$ cat src/rtl/lpc_frame_mover.sv
`default_nettype none
// ============================================================================
// Module   : lpc_frame_mover
// Brief    : Command-driven memory-to-memory copy sequencer that drives the
//            read-master and write-master control/stream conduits.
// Revision : 1.0 - initial release
// ============================================================================
module lpc_frame_mover #(
    parameter int   DATA_WIDTH = 16,
    parameter int   ADDR_WIDTH = 32,
    parameter logic SRC_FIXED  = 1'b0,
    parameter logic DST_FIXED  = 1'b0,
    parameter int   TIMEOUT    = 65535
) (
    input  logic                  clk,
    input  logic                  reset,
    input  logic                  cal_success,
    input  logic                  cmd_valid,
    output logic                  cmd_ready,
    input  logic [ADDR_WIDTH-1:0] cmd_src_base,
    input  logic [ADDR_WIDTH-1:0] cmd_dst_base,
    input  logic [ADDR_WIDTH-1:0] cmd_length,
    output logic                  busy,
    output logic                  done,
    output logic                  error,
    output logic                  rm_fixed_location,
    output logic [ADDR_WIDTH-1:0] rm_read_base,
    output logic [ADDR_WIDTH-1:0] rm_read_length,
    output logic                  rm_go,
    input  logic                  rm_done,
    input  logic                  rm_early_done,
    output logic                  rm_read_buffer,
    input  logic [DATA_WIDTH-1:0] rm_buffer_output_data,
    input  logic                  rm_data_available,
    output logic                  wm_fixed_location,
    output logic [ADDR_WIDTH-1:0] wm_write_base,
    output logic [ADDR_WIDTH-1:0] wm_write_length,
    output logic                  wm_go,
    input  logic                  wm_done,
    output logic                  wm_write_buffer,
    output logic [DATA_WIDTH-1:0] wm_buffer_input_data,
    input  logic                  wm_buffer_full
);

    localparam logic [ADDR_WIDTH-1:0] C_BYTES_PER_WORD = ADDR_WIDTH'(DATA_WIDTH / 8);
    localparam logic [15:0]           C_TIMEOUT        = 16'(TIMEOUT);

    typedef enum logic [2:0] {
        S_IDLE  = 3'd0,
        S_START = 3'd1,
        S_MOVE  = 3'd2,
        S_WAIT  = 3'd3,
        S_FIN   = 3'd4,
        S_ERR   = 3'd5
    } state_t;

    state_t                r_state;
    logic [ADDR_WIDTH-1:0] r_src;
    logic [ADDR_WIDTH-1:0] r_dst;
    logic [ADDR_WIDTH-1:0] r_len;
    logic [ADDR_WIDTH-1:0] r_words;
    logic [ADDR_WIDTH-1:0] r_popped;
    logic                  r_pipe_valid;
    logic [DATA_WIDTH-1:0] r_pipe_data;
    logic                  r_rm_flag;
    logic                  r_wm_flag;
    logic [15:0]           r_wdog;

    logic w_active;
    logic w_push;
    logic w_pop;
    logic w_progress;
    logic w_timeout;
    logic w_bad_cmd;
    logic w_unused;

    assign w_active   = (r_state == S_MOVE) || (r_state == S_WAIT);
    assign w_push     = r_pipe_valid & ~wm_buffer_full;
    assign w_pop      = (r_state == S_MOVE) & rm_data_available & (r_popped < r_words)
                        & (~r_pipe_valid | w_push);
    assign w_progress = w_pop | w_push | (rm_done & ~r_rm_flag) | (wm_done & ~r_wm_flag);
    assign w_timeout  = w_active & ~w_progress & ((r_wdog + 16'd1) == C_TIMEOUT);
    assign w_bad_cmd  = (cmd_length == '0) || ((cmd_length % C_BYTES_PER_WORD) != '0)
                        || !cal_success;
    assign w_unused   = rm_early_done;

    assign rm_fixed_location    = SRC_FIXED;
    assign wm_fixed_location    = DST_FIXED;
    assign rm_read_base         = r_src;
    assign rm_read_length       = r_len;
    assign wm_write_base        = r_dst;
    assign wm_write_length      = r_len;
    assign rm_read_buffer       = w_pop;
    assign wm_write_buffer      = w_push;
    assign wm_buffer_input_data = r_pipe_data;

    always_ff @(posedge clk) begin
        if (reset) begin
            r_state      <= S_IDLE;
            cmd_ready    <= 1'b1;
            busy         <= 1'b0;
            done         <= 1'b0;
            error        <= 1'b0;
            rm_go        <= 1'b0;
            wm_go        <= 1'b0;
            r_src        <= '0;
            r_dst        <= '0;
            r_len        <= '0;
            r_words      <= '0;
            r_popped     <= '0;
            r_pipe_valid <= 1'b0;
            r_pipe_data  <= '0;
            r_rm_flag    <= 1'b0;
            r_wm_flag    <= 1'b0;
            r_wdog       <= '0;
        end else begin
            rm_go <= 1'b0;
            wm_go <= 1'b0;
            done  <= 1'b0;
            error <= 1'b0;

            if (w_pop) begin
                r_pipe_data  <= rm_buffer_output_data;
                r_pipe_valid <= 1'b1;
                r_popped     <= r_popped + ADDR_WIDTH'(1);
            end else if (w_push) begin
                r_pipe_valid <= 1'b0;
            end

            // Done pulses are captured from MOVE onward so a master that
            // finishes before the pipeline drains is not missed.
            if (w_active) begin
                if (rm_done) r_rm_flag <= 1'b1;
                if (wm_done) r_wm_flag <= 1'b1;
                r_wdog <= w_progress ? 16'd0 : r_wdog + 16'd1;
            end

            case (r_state)
                S_IDLE: begin
                    if (cmd_valid) begin
                        r_src     <= cmd_src_base;
                        r_dst     <= cmd_dst_base;
                        r_len     <= cmd_length;
                        cmd_ready <= 1'b0;
                        busy      <= 1'b1;
                        if (w_bad_cmd) begin
                            r_state <= S_ERR;
                            error   <= 1'b1;
                        end else begin
                            r_state <= S_START;
                            rm_go   <= 1'b1;
                            wm_go   <= 1'b1;
                        end
                    end
                end
                S_START: begin
                    r_words   <= r_len / C_BYTES_PER_WORD;
                    r_popped  <= '0;
                    r_rm_flag <= 1'b0;
                    r_wm_flag <= 1'b0;
                    r_wdog    <= '0;
                    r_state   <= S_MOVE;
                end
                S_MOVE: begin
                    if (w_timeout) begin
                        r_state      <= S_ERR;
                        error        <= 1'b1;
                        r_pipe_valid <= 1'b0;
                    end else if ((r_popped == r_words) && !r_pipe_valid) begin
                        r_state <= S_WAIT;
                    end
                end
                S_WAIT: begin
                    if (w_timeout) begin
                        r_state      <= S_ERR;
                        error        <= 1'b1;
                        r_pipe_valid <= 1'b0;
                    end else if (r_rm_flag && r_wm_flag) begin
                        r_state <= S_FIN;
                        done    <= 1'b1;
                    end
                end
                default: begin
                    r_state   <= S_IDLE;
                    cmd_ready <= 1'b1;
                    busy      <= 1'b0;
                end
            endcase
        end
    end

endmodule
`default_nettype wire
$ cat config.mk
export PLATFORM = sky130hd
export DESIGN_NAME = lpc_frame_mover
export DESIGN_NICKNAME = d
export VERILOG_FILES = /design/src/rtl/lpc_frame_mover.sv
export SDC_FILE = /design/constraint.sdc
export NUM_CORES = 1
export LEC_CHECK = 0
export CAP_MARGIN = 40
export CORE_MARGIN = 10
export CORE_UTILIZATION = 30
export CTS_BUF_LIST = sky130_fd_sc_hd__clkbuf_8
export DETAILED_ROUTE_END_ITERATION = 10
export GPL_TIMING_DRIVEN = 0
export MAX_ROUTING_LAYER = met4
export SYNTH_ARGS = -nofsm -noshare
export SYNTH_HDL_FRONTEND = slang
export SYNTH_SLANG_ARGS = --single-unit
$ cat constraint.sdc
create_clock -name clk -period 6.7 [get_ports clk]
set_input_delay 1.34 -clock clk [delete_from_list [all_inputs] [get_ports clk]]
set_output_delay 1.34 -clock clk [all_outputs]
set_load 0.05 [all_outputs]
# Word-level counts from Yosys, hierarchy flattened
# Cells that the tools add are included.
dict set report op_classes {
  eq_ne 8
  mux 22
  n_bitwise 21
  addsub 2
  magnitude_cmp 1
  reduce_logical 19
}
# op n
set ops {}
lappend ops {{$add 32x1->32 const B} 1}
lappend ops {{$eq 32x31->1} 1}
lappend ops {{$logic_not 32->1} 1}
lappend ops {{$lt 32x31->1} 1}
lappend ops {{$mux 3} 6}
lappend ops {{$add 16x1->16 const B} 1}
lappend ops {{$eq 16x16->1 const B} 1}
lappend ops {{$mux 16} 1}
lappend ops {{$pmux 3 s4} 1}
lappend ops {{$mux 1} 11}
lappend ops {{$not 1->1} 9}
lappend ops {{$reduce_or 3->1} 3}
lappend ops {{$and 1x1->1} 8}
lappend ops {{$reduce_and 2->1} 4}
lappend ops {{$eq 3x2->1 const B} 2}
lappend ops {{$ne 3x2->1 const B} 2}
lappend ops {{$pmux 1 s2} 3}
lappend ops {{$or 1x1->1} 4}
lappend ops {{$reduce_or 2->1} 2}
lappend ops {{$eq 3x1->1 const B} 1}
lappend ops {{$logic_not 3->1} 1}
lappend ops {{$logic_or 1x1->1} 3}
lappend ops {{$reduce_and 3->1} 1}
lappend ops {{$logic_and 1x1->1} 2}
lappend ops {{2 further kinds} 3}
dict set report word_totals {
  in_bits 121
  regBits 202
  output_inout_bits 154
}

# Longest topological paths before layout
# Gate-level depths: netlist (run 1).
dict set report depth {
  word_depth 12
  depth_mapped 13
  depth_no_buf 10
}

# Worst setup path after synthesis (run 1)
# OpenSTA, ideal clock, no wires.
dict set report synth_timing {
  path_kind {input port to output port}
  from {input rm_data_available}
  to {output rm_read_buffer}
  t_arrival_ns 2.864
  cell_stages 8
  path_slack_ns 2.496
  cell_sequence {nor4b_1 nand2_1 a221oi_4 nand3_4 or2_1 buf_2 clkinv_1 buf_2}
}
dict set report synth_between {
  elab_chain_cells 3
}
# element line
set synth_rtl {}
lappend synth_rtl {{from (decl)} 34} ;# input logic rm_data_available,
lappend synth_rtl {{$and 1x1->1 (2 in a row)} 79} ;# assign w_pop = (r_state == S_MOVE) & rm_data_available & (r_popped < r_words)
lappend synth_rtl {{$and 1x1->1} 80} ;# & (~r_pipe_valid | w_push);
lappend synth_rtl {{to (decl)} 32} ;# output logic rm_read_buffer,
# No other way between the ends.

# Worst setup path after layout (run 1)
dict set report layout_timing {
  from {register r_words[30]}
  to {output rm_read_buffer}
}
dict set report layout_between {
  elab_chain_cells 3
}
# element line
set layout_rtl {}
lappend layout_rtl {{from (decl)} 61} ;# logic [ADDR_WIDTH-1:0] r_words;
lappend layout_rtl {{from (signal assigned)} 157} ;# r_words <= r_len / C_BYTES_PER_WORD;
lappend layout_rtl {{$lt 32x31->1} 79}
lappend layout_rtl {{$and 1x1->1} 79}
lappend layout_rtl {{$and 1x1->1} 80}
# No other way between the ends.

==> impl_metrics.json, run 1 <==
{
  "outcome": "completed",
  "power.density_cell_area_nw_per_um2": 361,
  "cts_tree": "yes",
  "ys_async_sr_fraction_pct": 0,
  "tritoncts.num_buffers": 38,
  "detail_route.wirelength_mm": 31.3,
  "ys_seq_elements": 202,
  "netlist_area_um2": 8990,
  "hold_path.class": "reg -> reg",
  "finalCritPeriodShare_pct": 87.8,
  "netlist_instances": 1160,
  "die_width_um": 193,
  "share_seq_of_total_power_pct": 32.1,
  "power.static_leakage_nw": 4.61,
  "post-route-min-period_ns": 5.88,
  "timing.critical_path.from_type": "register",
  "power.total_mw": 4.65,
  "worstHoldStart": "wm_buffer_input_data[13]",
  "number_of_antenna_violating_nets_in_the_routed_design": 0,
  "post_cts.resized_instances": 0,
  "drt-wirelength-per-cell_um": 16.6,
  "fp.coreArea_um2": 29600,
  "worstMarginPinSlew_ns": 0.751,
  "port_buffers": 270,
  "track_usage_pct": 16.7,
  "via_per_inst": 4.71,
  "cp-startpoint": "r_words[30]",
  "detail_route.first_pass.iterations": 5,
  "clk_latency_ns": 0.54,
  "critical_path_depth": 12,
  "reg_to_reg_critical_path_startpoint": "r_words[30]",
  "clkSinkCount": 202,
  "switching_share_pct": 43.4,
  "final-instance-count-excl-fill": 1887,
  "drv.max_cap_violation_count": 0,
  "cell_type_group_with_the_largest_total_delay_on_the_critical_path": "buffers and inverters",
  "nets": 1626,
  "comb_power_share_pct": 43.2,
  "drc_marker_count_from_the_first_detailed_route_iteration": 421,
  "yosys.cell_types.count": 60,
  "worstPathRequired_ns": 5.36,
  "slew-limit-headroom_pct": 49.7,
  "yosys_most_used_dff": "dfxtp_1",
  "ratio_of_cells_with_drive_above_1_in_the_final_layout_pct": 6.68,
  "setup_violations": 0,
  "grt.met2_usage_pct": 26.9,
  "first_global_vias": 8794,
  "fin_area_um2": 12900,
  "hold_viol_final": 0,
  "cts_htree_levels": 2,
  "share_of_the_core_filled_with_cells_in_the_final_layout_pct": 43.5,
  "cts.root.buffer_cell": "clkbuf_8",
  "vdd_ir_drop_max_v": 0.000253,
  "timing_worst_setup_path_type": "reg -> out",
  "grt_first_pass_wirelength_mm": 47.6,
  "antenna_found_initial": 0,
  "maxSlewViolCount": 0,
  "io_pins": 275,
  "reg2regPathDepth": 13,
  "placement_rows": 63,
  "placement.cell_area_um2": 12200,
  "detail_route.drc_violations": 0,
  "holdBufCountCts": 0,
  "dpl.hpwl_mm": 24.6,
  "weighted_congestion_reported_at_the_end_of_routability_driven_placement": 0.888,
  "synthesis.yosys.warnings": 0,
  "preCtsSetupSlack_ns": 0.888,
  "cp_max_fo": 10,
  "grt_setup_unrepaired": "false",
  "reg2reg_slack_ns": 3.11,
  "start_util_pct": 30.3,
  "ys_seq_area_share_pct": 45.0,
  "die_height_um": 193,
  "hold_depth": 2,
  "setup.worst_path.end_class": "primary output",
  "critical_path_cell_with_the_highest_stage_delay": "clkdlybuf4s50_1",
  "globalRoute.totalOverflow": 0,
  "placed_cells": 1821,
  "timing.setup.tns_ns": 0,
  "max-clock-path-buffers": 3,
  "worst_setup_hold_path_clk_slew_ns": 0.06,
  "route.vias.total": 8882,
  "antenna_cells_inserted": 0,
  "internal_power_mw": 2.63,
  "cp_bufs_invs": 6,
  "edff_count_synth": 0,
  "grt_use_met1_pct": 19.0,
  "areaGrowthSynthToFinish_pct": 43.5,
  "pwr-share-clk_pct": 24.6,
  "finalHoldWorstSlack_ns": 0.451,
  "clock_skew_ns": 0.0335,
  "timing.critical_path.mode_cell": "buf_2",
  "max_clock_freq_ghz": 0.170,
  "grt_start_max_net_pins": 11,
  "die-area_um2": 37300,
  "mean_post_synth_cell_area_um2": 7.75,
  "p_sw_mw": 2.02,
  "cp_cell_sequence": "inv_1 -> ha_1 -> nand4b_1 -> nor4_1 -> and4_1 -> o31a_2 -> buf_4 -> or2_1 -> buf_2 -> clkinv_1 -> buf_2 -> clkdlybuf4s50_1",
  "globalRouteMet3Util_pct": 6.38,
  "critPathArrivalTime_ns": 4.54,
  "postCtsSetupBuffers": 0,
  "top_usage_layer": "met2",
  "setup_slack_ns": 0.818,
  "timing.critical_path.slowest_cell_delay_ns": 0.72
}
[metal layers]
layer	vias up	share of wire, %	routed length, um
li1	4517	-	-
met4	0	1.8	578
met5	-	0	0
met3	40	8.8	2750
met2	281	48	15000
met1	4044	41	12900
[state kept, by name, indices dropped and copies added (netlist names), 3 cells and up]
name,cells
r_state,3
rm_read_base,32
r_wdog,16
wm_buffer_input_data,16
r_words,31
rm_read_length,32
wm_write_base,32
r_popped,32
[worst paths after layout]
| check | to |
|---|---|
| worst max register to register | wm_buffer_input_data[8] |
| worst min-delay path | wm_buffer_input_data[13] |
| worst min register to register | wm_buffer_input_data[13] |
| worst max-delay path | rm_read_buffer |
[worst reg2reg max path, cell delays in order, from the launching register on]
cell      delay, ns
dfxtp_1        0.33
inv_1          0.05
ha_1           0.34
nand4b_1       0.18
nor4_1         0.68
and4_1         0.34
o31a_2         0.21
buf_4          0.18
or2_1          0.10
buf_2          0.19
clkinv_1       0.36
buf_2          0.32
nand2_1        0.09
a21oi_1        0.06
[area by class of cell]
| cell class | instances | area [um2] |
|---|---|---|
| buffer | 100 | 528 |
| clock buffer | 43 | 592 |
| clock inverter | 23 | 128 |
| fill | 3026 | 16700 |
| inverter | 49 | 184 |
| multi-input combinational | 810 | 4240 |
| sequential | 202 | 4040 |
| tap | 390 | 488 |
| timing repair buffer | 270 | 2700 |
[power by group through the flow]
stage / Combinational [mW] / Sequential (mW) / Clock [mW]
after global placement: 2.03 / 1.52 / 0
after detailed placement: 2.03 / 1.52 / 0
after global routing: 2.17 / 1.52 / 1.23
final: 2.01 / 1.50 / 1.15
after CTS: 2.04 / 1.50 / 1.18
after floorplan: 0.850 / 1.97 / 0
[cell usage after synthesis (all sizes together) (14+ instances only)]
| master | count | share of area (%) |
|---|---|---|
| xnor2 | 15 | 1.5 |
| o21ai | 23 | 1.3 |
| a21oi | 176 | 9.8 |
| nand2 | 332 | 14 |
| inv | 48 | 2.0 |
| clkbuf | 52 | 2.2 |
| nor3 | 15 | 0.83 |
| ha | 34 | 4.7 |
| dfxtp | 202 | 45 |
| buf | 48 | 3.7 |
| nand3 | 28 | 1.7 |
| nor2 | 37 | 1.5 |
| or3 | 14 | 0.97 |
| nor4 | 21 | 1.5 |
[kinds of logic (layout without fill, tap and decap cells)]
group	after synthesis	after routing	synth area share, %
simple gates	507	507	25.1
buf+inv	149	485	7.92
xor+xnor	15	15	1.46
fa+ha+maj	34	34	4.73
compound gates	252	252	15.8
flops	202	202	45.0
other cells	1	2	0.0417
[placed cells by master, fill, tap and decap left out, types with 6 or more instances in the layout]
master	netlist	routed
a21oi_1	176	176
clkdlybuf4s50_1	0	270
nand4_1	11	11
nor4_1	21	21
nor2_1	37	37
or4_1	6	6
buf_2	7	7
dfxtp_1	202	202
nand3_1	27	27
a31oi_1	13	13
o211ai_1	6	6
and3_1	8	8
ha_1	34	34
clkbuf_1	51	51
inv_1	48	65
or3_1	14	14
o21ai_0	22	22
xnor2_1	15	15
nand2_1	332	332
nor3_1	15	15
clkbuf_8	0	43
buf_4	36	36
No activity file was read; power rests on OpenSTA's default activity.
==> run 2, diff against run 1 <==
--- a/config.mk
+++ b/config.mk
@@ -7,11 +7,12 @@
 export LEC_CHECK = 0
 export CAP_MARGIN = 40
 export CORE_MARGIN = 10
-export CORE_UTILIZATION = 30
+export CORE_UTILIZATION = 52
 export CTS_BUF_LIST = sky130_fd_sc_hd__clkbuf_8
 export DETAILED_ROUTE_END_ITERATION = 10
 export GPL_TIMING_DRIVEN = 0
 export MAX_ROUTING_LAYER = met4
+export PLACE_DENSITY = 0.88
 export SYNTH_ARGS = -nofsm -noshare
 export SYNTH_HDL_FRONTEND = slang
 export SYNTH_SLANG_ARGS = --single-unit
==> impl_metrics.json, run 2 (synthesis results as in run 1) <==
{
  "end_point_of_the_critical_path": "rm_read_buffer",
  "outcome": "completed",
  "pwr-share-clk_pct": 22.2,
  "leading_cell_type_in_the_layout_fill_and_taps_excluded": "nand2_1",
  "worstPathRequired_ns": 5.36,
  "power.density_cell_area_nw_per_um2": 363,
  "detail_route.wirelength_mm": 32.0,
  "p_sw_mw": 2.04,
  "finalCritPeriodShare_pct": 88.5,
  "max_clock_freq_ghz": 0.169,
  "hold_viol_final": 0,
  "final.fill_count": 1197,
  "die_width_um": 152,
  "max-clock-path-buffers": 3,
  "drv.max_cap_violation_count": 0,
  "critical_path_depth": 12,
  "timing.critical_path.slowest_cell_delay_ns": 0.72,
  "areaGrowthSynthToFinish_pct": 40.1,
  "die_height_um": 152,
  "globalRoute.totalOverflow": 0,
  "reg2reg_slack_ns": 3.12,
  "layout_common_cells": "nand2_1 (332), clkdlybuf4s50_1 (270), dfxtp_1 (202)",
  "die-area_um2": 23000,
  "grt_first_pass_wirelength_mm": 49.4,
  "holdBufCountCts": 0,
  "antenna_found_initial": 1,
  "share_seq_of_total_power_pct": 32.8,
  "timing.critical_path.mode_cell": "buf_2",
  "detail_route.drc_violations": 0,
  "hold_path.class": "reg -> reg",
  "power.total_mw": 4.57,
  "detail_route.first_pass.iterations": 7,
  "critPathArrivalTime_ns": 4.59,
  "placement_rows": 48,
  "worst_setup_hold_path_clk_slew_ns": 0.06,
  "critical_path_cell_with_the_highest_stage_delay": "clkdlybuf4s50_1",
  "clock_skew_ns": 0.0184,
  "post_cts.resized_instances": 0,
  "first_global_vias": 9420,
  "cts_htree_levels": 1,
  "grt_start_max_net_pins": 17,
  "cts.root.buffer_cell": "clkbuf_8",
  "cp_cell_sequence": "inv_1 -> ha_1 -> nand4b_1 -> nor4_1 -> and4_1 -> o31a_2 -> buf_4 -> or2_1 -> buf_2 -> clkinv_1 -> buf_2 -> clkdlybuf4s50_1",
  "clkSinkCount": 202,
  "start_util_pct": 52.5,
  "tritoncts.num_buffers": 31,
  "clk_latency_ns": 0.59,
  "worstMarginPinSlew_ns": 0.712,
  "reg2reg_to": "r_popped[1]",
  "nets": 1619,
  "comb_power_share_pct": 45.0,
  "timing.critical_path.from_type": "register",
  "io_pins": 275,
  "slew-limit-headroom_pct": 52.4,
  "reg_to_reg_critical_path_startpoint": "r_words[30]",
  "drc_marker_count_from_the_first_detailed_route_iteration": 755,
  "cts_tree": "yes",
  "drt-wirelength-per-cell_um": 18.6,
  "port_buffers": 270,
  "cp-startpoint": "r_words[30]",
  "weighted_congestion_reported_at_the_end_of_routability_driven_placement": 0.943,
  "postCtsSetupBuffers": 0,
  "track_usage_pct": 27.8,
  "vdd_ir_drop_max_v": 0.000338,
  "timing_worst_setup_path_type": "reg -> out",
  "number_of_antenna_violating_nets_in_the_routed_design": 0,
  "post-route-min-period_ns": 5.93,
  "cell_type_group_with_the_largest_total_delay_on_the_critical_path": "buffers and inverters",
  "fp.coreArea_um2": 17100,
  "switching_share_pct": 44.6,
  "setup_violations": 0,
  "cp_max_fo": 10,
  "route.vias.total": 9397,
  "maxSlewViolCount": 0,
  "cp_bufs_invs": 6,
  "dpl.hpwl_mm": 24.1,
  "internal_power_mw": 2.53,
  "grt_setup_unrepaired": "false",
  "power.static_leakage_nw": 4.55,
  "ratio_of_cells_with_drive_above_1_in_the_final_layout_pct": 6.32,
  "reg2regPathDepth": 13,
  "via_per_inst": 5.48,
  "setup.worst_path.end_class": "primary output",
  "timing.setup.tns_ns": 0
}
==> run 2: cell types whose count changed in the layout (fill, tap and decap cells not counted) <==
| cell | before | now |
|---|---|---|
| bufinv_16 | 1 | 0 |
| diode_2 | 0 | 2 |
| inv_8 | 0 | 1 |
| clkinvlp_4 | 2 | 0 |
| clkbuf_8 | 43 | 39 |
| inv_6 | 1 | 0 |
| clkinv_2 | 2 | 3 |
| inv_1 | 65 | 61 |
==> run 2: power by group through the flow <==
stage | clock network (mW) | logic (mW) | registers [mW]
2_1_floorplan | 0 | 0.850 | 1.97
3_3_place_gp | 0 | 2.00 | 1.51
3_5_place_dp | 0 | 2.02 | 1.52
4_1_cts | 1.02 | 2.05 | 1.49
5_1_grt | 1.08 | 2.18 | 1.51
6_report | 1.01 | 2.06 | 1.50
==> run 2: worst min path at each step <==
stage | startpoint | cells past startpoint | slack [ns] | to
after CTS | rm_read_base[3] | 2 | 0.45 | rm_read_base[3]
after floorplan | r_words[10] | 2 | 0.44 | r_words[10]
after global placement | rm_read_base[6] | 2 | 0.44 | rm_read_base[6]
after global routing | wm_buffer_input_data[0] | 2 | 0.47 | wm_buffer_input_data[0]
final | wm_buffer_input_data[0] | 2 | 0.45 | wm_buffer_input_data[0]
after detailed placement | rm_read_base[26] | 2 | 0.45 | rm_read_base[26]
==> run 2: cell type report <==
class                      instances  area [um2]  share of cell area [%]
clock buffer                      39         537                    4.26
tap                              225         282                    2.23
clock inverter                    17        75.1                   0.596
timing repair buffer             270        2700                    21.5
buffer                           100         528                    4.19
antenna                            2        5.00                  0.0397
inverter                          49         184                    1.46
sequential                       202        4040                    32.1
multi-input combinational        810        4240                    33.7
==> run 2: stage by stage <==
step | cell area [um2] | hold WS [ns] | worst slack (ns) | utilization [%] | instances
after detailed placement | 12000 | 0.446 | 0.960 | 70.0 | 1656
final | 12600 | 0.451 | 0.768 | 73.6 | 1714
after global routing | 12600 | 0.470 | 0.589 | 73.6 | 1713
after floorplan | 9000 | 0.436 | 2.50 | - | 1161
after global placement | 12000 | 0.440 | 0.971 | 70.0 | 1656
after CTS | 12600 | 0.454 | 0.801 | 73.6 | 1712
==> run 2: worst min-delay path: cells and delay by family, from the launching register on <==
| family | cells | cell delay [ns] |
|---|---|---|
| compound gates | 1 | 0.05 |
| flops | 1 | 0.31 |
| simple gates | 1 | 0.05 |
==> run 2: metal layers <==
| metal | up-vias | wire (um) | global-route usage, % |
|---|---|---|---|
| li1 | 4520 | - | - |
| met1 | 4402 | 11600 | 28.5 |
| met2 | 375 | 15700 | 46.5 |
| met3 | 100 | 2980 | 10.0 |
| met4 | 0 | 1740 | 13.5 |
| met5 | - | 0 | - |
